<file path="config.mk">
export PLATFORM = sky130hd
export DESIGN_NAME = qed_replay_engine
export DESIGN_NICKNAME = d
export VERILOG_FILES = /design/src/rtl/qed_pkg.sv /design/src/rtl/qed_replay_fifo.sv /design/src/rtl/qed_replay_engine.sv
export SDC_FILE = /design/constraint.sdc
export NUM_CORES = 1
export LEC_CHECK = 0
export ABC_AREA = 1
export CAP_MARGIN = 5
export CORE_ASPECT_RATIO = 0.8
export CORE_MARGIN = 2
export CORE_UTILIZATION = 53
export CTS_CLUSTER_SIZE = 10
export DETAILED_ROUTE_END_ITERATION = 7
export GPL_TIMING_DRIVEN = 0
export HOLD_SLACK_MARGIN = 0.06
export PLACE_DENSITY = 0.76
export SYNTH_ARGS = -nofsm -noshare
export SYNTH_HDL_FRONTEND = slang
export SYNTH_SLANG_ARGS = --single-unit
</file>
<file path="constraint.sdc">
create_clock -name clk -period 3.7 [get_ports clk]
set_input_delay 0.37 -clock clk [delete_from_list [all_inputs] [get_ports clk]]
set_output_delay 0.37 -clock clk [all_outputs]
set_load 0.02 [all_outputs]
</file>
<file path="src/rtl/qed_pkg.sv">
// Shared definitions for the QED replay engine: opcodes, instruction field
// positions, FSM state type and the EDDI-V register remap helper.
package qed_pkg;

    localparam logic [6:0] OPC_LOAD  = 7'b0000011;
    localparam logic [6:0] OPC_STORE = 7'b0100011;
    localparam logic [6:0] OPC_OPIMM = 7'b0010011;
    localparam logic [6:0] OPC_OP    = 7'b0110011;

    localparam int OPC_LSB = 0;
    localparam int OPC_W   = 7;
    localparam int RD_LSB  = 7;
    localparam int RS1_LSB = 15;
    localparam int RS2_LSB = 20;
    localparam int REG_W   = 5;

    typedef enum logic {
        ORIG = 1'b0,
        DUP  = 1'b1
    } qed_state_e;

    function automatic logic qed_is_eligible(input logic [6:0] opc);
        return opc inside {OPC_LOAD, OPC_STORE, OPC_OPIMM, OPC_OP};
    endfunction

    // Only register fields the format actually uses are moved; x0 stays x0
    // so hardwired-zero semantics survive in the duplicate.
    function automatic logic [31:0] qed_remap(input logic [31:0] insn,
                                              input logic [4:0]  offset);
        logic [31:0] r;
        logic [6:0]  opc;
        logic        use_rd;
        logic        use_rs1;
        logic        use_rs2;
        r       = insn;
        opc     = insn[OPC_LSB +: OPC_W];
        use_rd  = opc inside {OPC_LOAD, OPC_OPIMM, OPC_OP};
        use_rs1 = qed_is_eligible(opc);
        use_rs2 = opc inside {OPC_STORE, OPC_OP};
        if (use_rd && insn[RD_LSB +: REG_W] != '0)
            r[RD_LSB +: REG_W] = insn[RD_LSB +: REG_W] + offset;
        if (use_rs1 && insn[RS1_LSB +: REG_W] != '0)
            r[RS1_LSB +: REG_W] = insn[RS1_LSB +: REG_W] + offset;
        if (use_rs2 && insn[RS2_LSB +: REG_W] != '0)
            r[RS2_LSB +: REG_W] = insn[RS2_LSB +: REG_W] + offset;
        return r;
    endfunction

endpackage

</file>
<file path="src/rtl/qed_replay_fifo.sv">
// DEPTH x 32 replay buffer holding captured QED-eligible instructions.
// Pointers wrap naturally (DEPTH is a power of two); count separates full/empty.
module qed_replay_fifo
    import qed_pkg::*;
#(
    parameter int DEPTH = 8
) (
    input  logic                   clk,
    input  logic                   rst,
    input  logic                   push_i,
    input  logic                   pop_i,
    input  logic [31:0]            din_i,
    output logic [31:0]            dout_o,
    output logic [$clog2(DEPTH):0] count_o,
    output logic                   full_o,
    output logic                   empty_o
);

    localparam int AW = $clog2(DEPTH);
    localparam int CW = AW + 1;

    logic [31:0]   mem_q [DEPTH];
    logic [AW-1:0] wr_ptr_q;
    logic [AW-1:0] rd_ptr_q;
    logic [CW-1:0] count_q;
    logic          push_ok;
    logic          pop_ok;

    assign full_o  = (count_q == CW'(DEPTH));
    assign empty_o = (count_q == '0);
    assign push_ok = push_i && !full_o;
    assign pop_ok  = pop_i && !empty_o;
    assign dout_o  = mem_q[rd_ptr_q];
    assign count_o = count_q;

    always_ff @(posedge clk or posedge rst) begin
        if (rst) begin
            wr_ptr_q <= '0;
            rd_ptr_q <= '0;
            count_q  <= '0;
        end else begin
            if (push_ok)
                wr_ptr_q <= wr_ptr_q + 1'b1;
            if (pop_ok)
                rd_ptr_q <= rd_ptr_q + 1'b1;
            case ({push_ok, pop_ok})
                2'b10:   count_q <= count_q + 1'b1;
                2'b01:   count_q <= count_q - 1'b1;
                default: count_q <= count_q;
            endcase
        end
    end

    // Storage is deliberately unreset; occupancy alone decides what is valid.
    always_ff @(posedge clk) begin
        if (push_ok)
            mem_q[wr_ptr_q] <= din_i;
    end

endmodule

</file>
<file path="src/rtl/qed_replay_engine.sv">
// QED instruction path between IFU and decode: passes originals, captures
// eligible ones, replays them remapped at sync points. Optional: QED_STORE_SUPPRESS_EN.
module qed_replay_engine
    import qed_pkg::*;
#(
    parameter int          DEPTH      = 8,
    parameter int          REG_OFFSET = 16,
    parameter logic [31:0] NOP_INSN   = 32'h00000013
) (
    input  logic                   clk,
    input  logic                   rst,
    input  logic                   ena,
    input  logic                   stall_IF,
    input  logic                   ifu_vld,
    input  logic [31:0]            ifu_qed_instruction,
    output logic [31:0]            qed_ifu_instruction,
    output logic                   vld_out,
    output logic                   qed_stall_fetch,
    output logic                   dup_mode,
    output logic [$clog2(DEPTH):0] buf_count
);

    localparam int         CW      = $clog2(DEPTH) + 1;
    localparam logic [4:0] OFFSET5 = 5'(REG_OFFSET);

`ifdef QED_STORE_SUPPRESS_EN
    localparam logic SUPPRESS_STORES = 1'b1;
`else
    localparam logic SUPPRESS_STORES = 1'b0;
`endif

    qed_state_e    state_q;
    logic          dup_mode_q;
    logic [31:0]   head;
    logic [31:0]   dup_insn;
    logic [CW-1:0] count;
    logic          fifo_full;
    logic          fifo_empty;
    logic          push;
    logic          pop;
    logic          is_elig;
    logic          capture_en;

    qed_replay_fifo #(
        .DEPTH (DEPTH)
    ) u_fifo (
        .clk     (clk),
        .rst     (rst),
        .push_i  (push),
        .pop_i   (pop),
        .din_i   (ifu_qed_instruction),
        .dout_o  (head),
        .count_o (count),
        .full_o  (fifo_full),
        .empty_o (fifo_empty)
    );

    assign is_elig = qed_is_eligible(ifu_qed_instruction[OPC_LSB +: OPC_W]);

    // ena only matters when idle and empty; a partly filled buffer keeps
    // capturing until the next sync point drains it.
    assign capture_en = ena || !fifo_empty;

    assign dup_insn = (SUPPRESS_STORES && head[OPC_LSB +: OPC_W] == OPC_STORE)
                      ? NOP_INSN : qed_remap(head, OFFSET5);

    always_comb begin
        qed_ifu_instruction = ifu_qed_instruction;
        vld_out             = ifu_vld;
        qed_stall_fetch     = 1'b0;
        push                = 1'b0;
        pop                 = 1'b0;
        if (state_q == DUP) begin
            qed_ifu_instruction = dup_insn;
            vld_out             = 1'b1;
            qed_stall_fetch     = 1'b1;
            pop                 = !stall_IF;
        end else if (capture_en && ifu_vld) begin
            if (is_elig) begin
                push = !stall_IF && !fifo_full;
            end else if (!fifo_empty) begin
                // Hold the sync instruction in the IFU until the replay is done.
                vld_out         = 1'b0;
                qed_stall_fetch = 1'b1;
            end
        end
    end

    always_ff @(posedge clk or posedge rst) begin
        if (rst) begin
            state_q    <= ORIG;
            dup_mode_q <= 1'b0;
        end else if (!stall_IF) begin
            case (state_q)
                ORIG: begin
                    if (capture_en && ifu_vld) begin
                        if (is_elig && count == CW'(DEPTH - 1)) begin
                            state_q    <= DUP;
                            dup_mode_q <= 1'b1;
                        end else if (!is_elig && !fifo_empty) begin
                            state_q    <= DUP;
                            dup_mode_q <= 1'b1;
                        end
                    end
                end
                DUP: begin
                    if (count == CW'(1)) begin
                        state_q    <= ORIG;
                        dup_mode_q <= 1'b0;
                    end
                end
                default: begin
                    state_q    <= ORIG;
                    dup_mode_q <= 1'b0;
                end
            endcase
        end
    end

    assign dup_mode  = dup_mode_q;
    assign buf_count = count;

endmodule
</file>
==> summary.txt, run 1 <==
Die
  • Die area: 22900 µm²
  • Die height: 136 µm
  • Total I/O pin count: 76
  • Die W: 169 µm
  • Starting Density: 53.5%
  • Core area: 21400 µm²
  • Row count: 48

Yosys
  • Top cell type's share of synthesized area: 67.0%
  • Dominant cell type by area after synthesis: edfxtp_1
  • Average cell area after synthesis: 11.1 µm²
  • Synth Warn #: 0
  • Syn nets: 1077
  • Top cells by area, synth: edfxtp_1 67%, nand2_1 7.8%, nor2_1 4.5%, o21ai_0 3.7%, inv_1 2.8%
  • Gate Count Post-Synth: 1034
  • Synthesized cell area: 11500 µm²
  • Flops & latches, synth: 268
  • Post-synth cell types: 30
  • Seq/Total Area, Yosys: 69.6%

Worst setup path
  • Startpoint types: register
  • CP endpoint kind: primary output
  • Crit path capture: qed_ifu_instruction[4]
  • CP Class: register to primary output
  • Worst EP arrival: 3.32 ns
  • RR Startpoint: u_fifo.count_o[0]$_DFFE_PP0P_
  • CP startpoint: state_q$_DFFE_PP0N_
  • Worst Path Max Fanout: 10
  • Worst R2R Setup Slack: 0.41 ns
  • Reg2Reg Depth: 13
  • Capture point of the worst reg-to-reg path: u_fifo.mem_q[2][9]$_DFFE_PP_
  • WP data required: 3.33 ns

Timing
  • Period utilisation layout: 99.7%
  • RSZ-0062 raised after global routing: true
  • Final Skew: 0.00722 ns
  • Tmin final: 3.69 ns
  • Slew headroom: 32.3%
  • Final Max Slew Viols: 0
  • F_max: 0.271 GHz
  • Hold Violations, Final: 0
  • Setup-failing EPs final: 0
  • Worst-Margin Slew: 1.01 ns

Finish
  • Finished Cell Area: 13800 µm²
  • Multi-input gate area: 2900 µm²
  • Register area: 7990 µm²
  • Fraction of layout cells with a size suffix above 1: 9.62%
  • Nets: 1206
  • Antenna diodes: 0
  • Most frequent cells in the layout: 256 x edfxtp_1, 238 x nand2_1, 138 x nor2_1
  • Area grow syn2layout: 20.5%
  • Commonest non-fill, non-tap cell in the layout: edfxtp_1
  • Fillers: 1603
  • Fin util: 64.5%

Clocking
  • Max Root-Sink Buffers: 3
  • Clock Pin Slew Worst Setup and Hold Paths: 0.05 ns
  • H-tree level count: 1
  • Root Buffer: clkbuf_16
  • Skew-Pair Late Insertion Delay: 0.55 ns
  • CTS tree: built
  • CTS buffer count: 30
  • Clock sink count: 268
  • Post-CTS setup buffers: 0
  • CTS Hold Bufs: 0

Route
  • First-iteration detailed-routing DRC count: 1157
  • Max layer used: met4
  • Drt wl/cell: 21.2 µm
  • Routed Wire Length: 30700 µm
  • DR pass1 iterations: 6
  • Via count: 8459
  • Final ANT Viol Nets: 0
  • # DRC: 0
  • Post-DR vias/cell: 5.83
  • M1 wire length: 12300 µm
  • Met3 wire len: 3630 µm
  • Met2 wire length: 13900 µm

Global routing
  • Total gr overflow: 0
  • Vias in the first global route: 8010
  • GR Util All Layers: 27.2%
  • Antenna violations before repair: 0
  • Largest net degree at the start of global routing: 16
  • Global-route wire length before repair: 46400 µm

Placed design
  • DP HPWL: 20100 µm
  • Placer Congestion: 0.807
  • Number of I/O port buffers: 75
  • Area of placed instances: 13000 µm²

Power
  • VDD IR-drop max: 588 µV
  • Power Density: 807 nW/µm²
  • Pleak: 5.27 nW

Worst hold path
  • Worst hold-check path type: primary input to asynchronous set/reset pin

Flow run
  • Maxcap violations: 0

Run status
  • Status: complete, no violations
[cells in the mapped netlist (all sizes together)]
master / number
a21oi: 3
a22oi: 1
a31oi: 14
buf: 43
clkbuf: 13
dfrtp: 12
edfxtp: 256
ha: 6
inv: 88
nand2: 238
nand3: 58
nor2: 139
nor3: 13
o211ai: 3
o21ai: 113
o221ai: 18
o22ai: 8
or2: 1
xnor2: 2
xor2: 5
[worst min path at each step]
| stage | end | from | slack [ns] |
|---|---|---|---|
| 3_3_place_gp | u_fifo.wr_ptr_q[0]$_DFFE_PP0P_ | u_fifo.wr_ptr_q[0]$_DFFE_PP0P_ | 0.52 |
| 5_1_grt | u_fifo.count_o[0]$_DFFE_PP0P_ | rst | 0.19 |
| 3_5_place_dp | u_fifo.wr_ptr_q[0]$_DFFE_PP0P_ | u_fifo.wr_ptr_q[0]$_DFFE_PP0P_ | 0.53 |
| 6_report | u_fifo.count_o[1]$_DFFE_PP0P_ | rst | 0.14 |
| 2_1_floorplan | dup_mode$_DFFE_PP0P_ | rst | 0.23 |
| 4_1_cts | u_fifo.count_o[0]$_DFFE_PP0P_ | rst | 0.14 |
[registers in the layout, summed over array words and instances (netlist names)]
signal           flops
u_fifo.count_o       4
state_q              1
u_fifo.wr_ptr_q      3
dup_mode             1
u_fifo.mem_q       256
u_fifo.rd_ptr_q      3
[worst max-delay path, stage by stage, from the launching register on]
cell,delay [ns]
dfrtp_1,0.36
clkbuf_1,0.21
inv_1,0.17
clkbuf_1,0.39
clkbuf_1,0.65
nand2_1,0.09
o21ai_0,0.21
clkdlybuf4s50_1,0.69
[routing by layer]
| metal | vias to the layer above | global-route usage (%) |
|---|---|---|
| met3 | 83 | 5.73 |
| met5 | - | 0 |
| met4 | 0 | 8.14 |
| met2 | 552 | 41.8 |
| met1 | 4010 | 39.5 |
| li1 | 3814 | - |
[timing repair]
item	in CTS	in global routing
resized for setup	0	9
hold endpoints to repair	0	0
endpoints found under the setup margin	0	12
[stage by stage]
stage	total power, mW	cells	setup WS [ns]	setup TNS [ns]	hold WS (ns)
after floorplan	6.48	1034	-0.516	-66.02	0.235
after detailed placement	8.51	1407	-0.0376	-0.334	0.534
after global placement	8.42	1384	-3.42	-572.96	0.521
after global routing	11.7	1450	-0.0601	-0.183	0.190
after CTS	11.1	1451	0.0628	0	0.140
final	11.2	1450	0.0127	0	0.135
[cell families (layout without fill, tap and decap cells)]
family	count (synthesis)	in the layout	share of synthesized area (%)
compound gates	160	160	7.92
xor+xnor	7	7	0.534
fa+ha+maj	6	6	0.654
simple gates	449	449	15.5
flops	268	268	69.6
buf+inv	144	285	5.78
[final cells by class]
class	count	share of cell area, %
well taps	275	2.49
plain buffers	55	2.44
inverters	88	2.41
repair buffers	98	8.02
flip-flops and latches	268	57.7
clock buffers	44	5.96
multi-input cells	622	20.9
[where the power goes]
group | total [mW] | internal, mW | switching (mW)
clock | 2.59 | 1.51 | 1.09
combinational | 5.13 | 1.83 | 3.30
sequential | 3.45 | 3.38 | 0.0690
total | 11.2 | 6.71 | 4.45
Power figures use the tool's default switching activity.
==> run 2, diff against run 1 <==
CORE_UTILIZATION = 55   (was 53)
CTS_BUF_LIST = sky130_fd_sc_hd__clkbuf_2   (was unset)
MAX_ROUTING_LAYER = met4   (was unset)
PLACE_DENSITY = 0.78   (was 0.76)
==> run 2 against run 1 <==
Net effect: routed wire length fell by 1.8%; global-route usage rose by 1.5 points; die area fell by 3.5%; largest power group unchanged.
==> summary.txt, run 2 (synthesis results as in run 1) <==
Clocking
  • Max Root-Sink Buffers: 3
  • CTS tree: built
  • Post-CTS setup buffers: 0
  • Root Buffer: clkbuf_2
  • Skew-Pair Late Insertion Delay: 0.85 ns
  • Clock Pin Slew Worst Setup and Hold Paths: 0.13 ns
  • Clock sink count: 268
  • H-tree level count: 2
  • CTS buffer count: 61

Worst setup path
  • CP startpoint: state_q$_DFFE_PP0N_
  • Capture point of the worst reg-to-reg path: u_fifo.mem_q[7][17]$_DFFE_PP_
  • WP data required: 3.33 ns
  • CP endpoint kind: primary output
  • Crit path capture: qed_ifu_instruction[23]
  • Worst R2R Setup Slack: 0.63 ns
  • CP Class: register to primary output
  • Worst Path Max Fanout: 10
  • Worst EP arrival: 3.26 ns
  • RR Startpoint: u_fifo.count_o[0]$_DFFE_PP0P_
  • Reg2Reg Depth: 13
  • Startpoint types: register

Worst hold path
  • Worst hold-check path type: primary input to register

Finish
  • Finished Cell Area: 13600 µm²
  • Number of flip-flops in the largest register: 256
  • Antenna diodes: 0
  • Fillers: 1548
  • Fin util: 66.2%
  • Most frequent cells in the layout: 256 x edfxtp_1, 238 x nand2_1, 138 x nor2_1
  • Commonest non-fill, non-tap cell in the layout: edfxtp_1
  • Area grow syn2layout: 18.6%
  • Non-Filler Instances: 1516
  • Fraction of layout cells with a size suffix above 1: 15.3%
  • Top reg by flops: u_fifo.mem_q
  • Nets: 1239

Route
  • Via count: 8571
  • Post-DR vias/cell: 5.65
  • DR pass1 iterations: 6
  • # DRC: 0
  • Final ANT Viol Nets: 0
  • Routed Wire Length: 30200 µm
  • First-iteration detailed-routing DRC count: 997
  • Drt wl/cell: 19.9 µm

Die
  • Starting Density: 55.8%
  • Die W: 166 µm
  • Die area: 22100 µm²
  • Core area: 20600 µm²
  • Die height: 133 µm
  • Row count: 47
  • Total I/O pin count: 76

Global routing
  • GR Util All Layers: 28.7%
  • Total gr overflow: 0
  • Largest net degree at the start of global routing: 17
  • Global-route wire length before repair: 45500 µm
  • Vias in the first global route: 8184
  • Antenna violations before repair: 0

Timing
  • Worst hold slack: 0.221 ns
  • Sum of negative setup slack: 0 ns
  • Final Max Slew Viols: 0
  • Worst-Margin Slew: 0.855 ns
  • Setup-failing EPs final: 0
  • Period utilisation layout: 98.0%
  • Hold Violations, Final: 0
  • Tmin final: 3.63 ns
  • Slew headroom: 43.0%
  • Final Skew: 0.0574 ns
  • RSZ-0062 raised after global routing: false
  • F_max: 0.276 GHz

Placed design
  • Number of I/O port buffers: 75
  • Dpl cells: 1402
  • Placer Congestion: 0.839
  • Area of placed instances: 13000 µm²
  • DP HPWL: 20000 µm

Power
  • Pleak: 5.46 nW
  • Power Density: 766 nW/µm²
  • VDD IR-drop max: 616 µV

Flow run
  • Maxcap violations: 0

Run status
  • Status: complete, no violations
-- run 2: cell count changes in the layout (fill, tap and decap cells not counted), moves of 11 or more --
cell / delta
clkbuf_2: +102
clkbuf_16: -31
clkbuf_1: -16
clkdlybuf4s50_1: -13
clkinv_1: +11
dlymetal6s2s_1: +11
-- run 2: critical path: stages, from the launching register on --
cell	delay (ns)
dfrtp_1	0.33
clkbuf_1	0.34
clkbuf_1	0.69
nor2_1	0.12
a31oi_1	0.26
clkdlybuf4s50_1	0.66
-- run 2: through the flow --
step | worst slack, ns | power, mW
finish | 0.0734 | 10.4
global route | 0.0100 | 11.0
CTS | -0.0200 | 10.4
detailed placement | 0.206 | 8.49
global placement | -3.28 | 8.38
floorplan | -0.516 | 6.48
-- run 2: timing repair --
| item | CTS | global route |
|---|---|---|
| endpoints found under the setup margin | 19 | 11 |
| gates resized for setup | 18 | 14 |
| hold buffers | 1 | 0 |
| hold endpoints to repair | 12 | 0 |
-- run 2: how the worst min path moves through the flow --
stage / from / to / slack, ns / cells past startpoint
after detailed placement: dup_mode$_DFFE_PP0P_ / dup_mode$_DFFE_PP0P_ / 0.55 / 2
after CTS: ifu_qed_instruction[14] / u_fifo.mem_q[2][14]$_DFFE_PP_ / 0.18 / 1
after global routing: ifu_qed_instruction[14] / u_fifo.mem_q[2][14]$_DFFE_PP_ / 0.22 / 1
final: ifu_qed_instruction[14] / u_fifo.mem_q[2][14]$_DFFE_PP_ / 0.22 / 1
after floorplan: rst / dup_mode$_DFFE_PP0P_ / 0.23 / 1
after global placement: u_fifo.wr_ptr_q[0]$_DFFE_PP0P_ / u_fifo.wr_ptr_q[0]$_DFFE_PP0P_ / 0.51 / 2
-- run 2: layer usage --
| metal | vias to the layer above | track usage, % | share of wire [%] |
|---|---|---|---|
| li1 | 3931 | - | - |
| met1 | 3969 | 39.1 | 39 |
| met2 | 579 | 43.2 | 46 |
| met3 | 92 | 5.92 | 12 |
| met4 | 0 | 10.3 | 2.9 |
| met5 | - | - | 0 |
-- run 2: final cells by class --
| cell class | count | area (µm²) | share of cell area (%) |
|---|---|---|---|
| Buffer | 55 | 363 | 2.66 |
| Clock buffer | 99 | 495 | 3.64 |
| Clock inverter | 15 | 85.1 | 0.625 |
| Multi-Input combinational cell | 622 | 2900 | 21.3 |
| Tap cell | 269 | 337 | 2.47 |
| Timing Repair Buffer | 100 | 1120 | 8.25 |
| Inverter | 88 | 333 | 2.44 |
| Sequential cell | 268 | 7990 | 58.6 |
-- run 2: where the power goes --
part	total [mW]	internal (mW)	switching [mW]
Clock	1.92	0.772	1.14
Sequential	3.44	3.37	0.0667
Combinational	5.07	1.82	3.26
Total	10.4	5.96	4.47
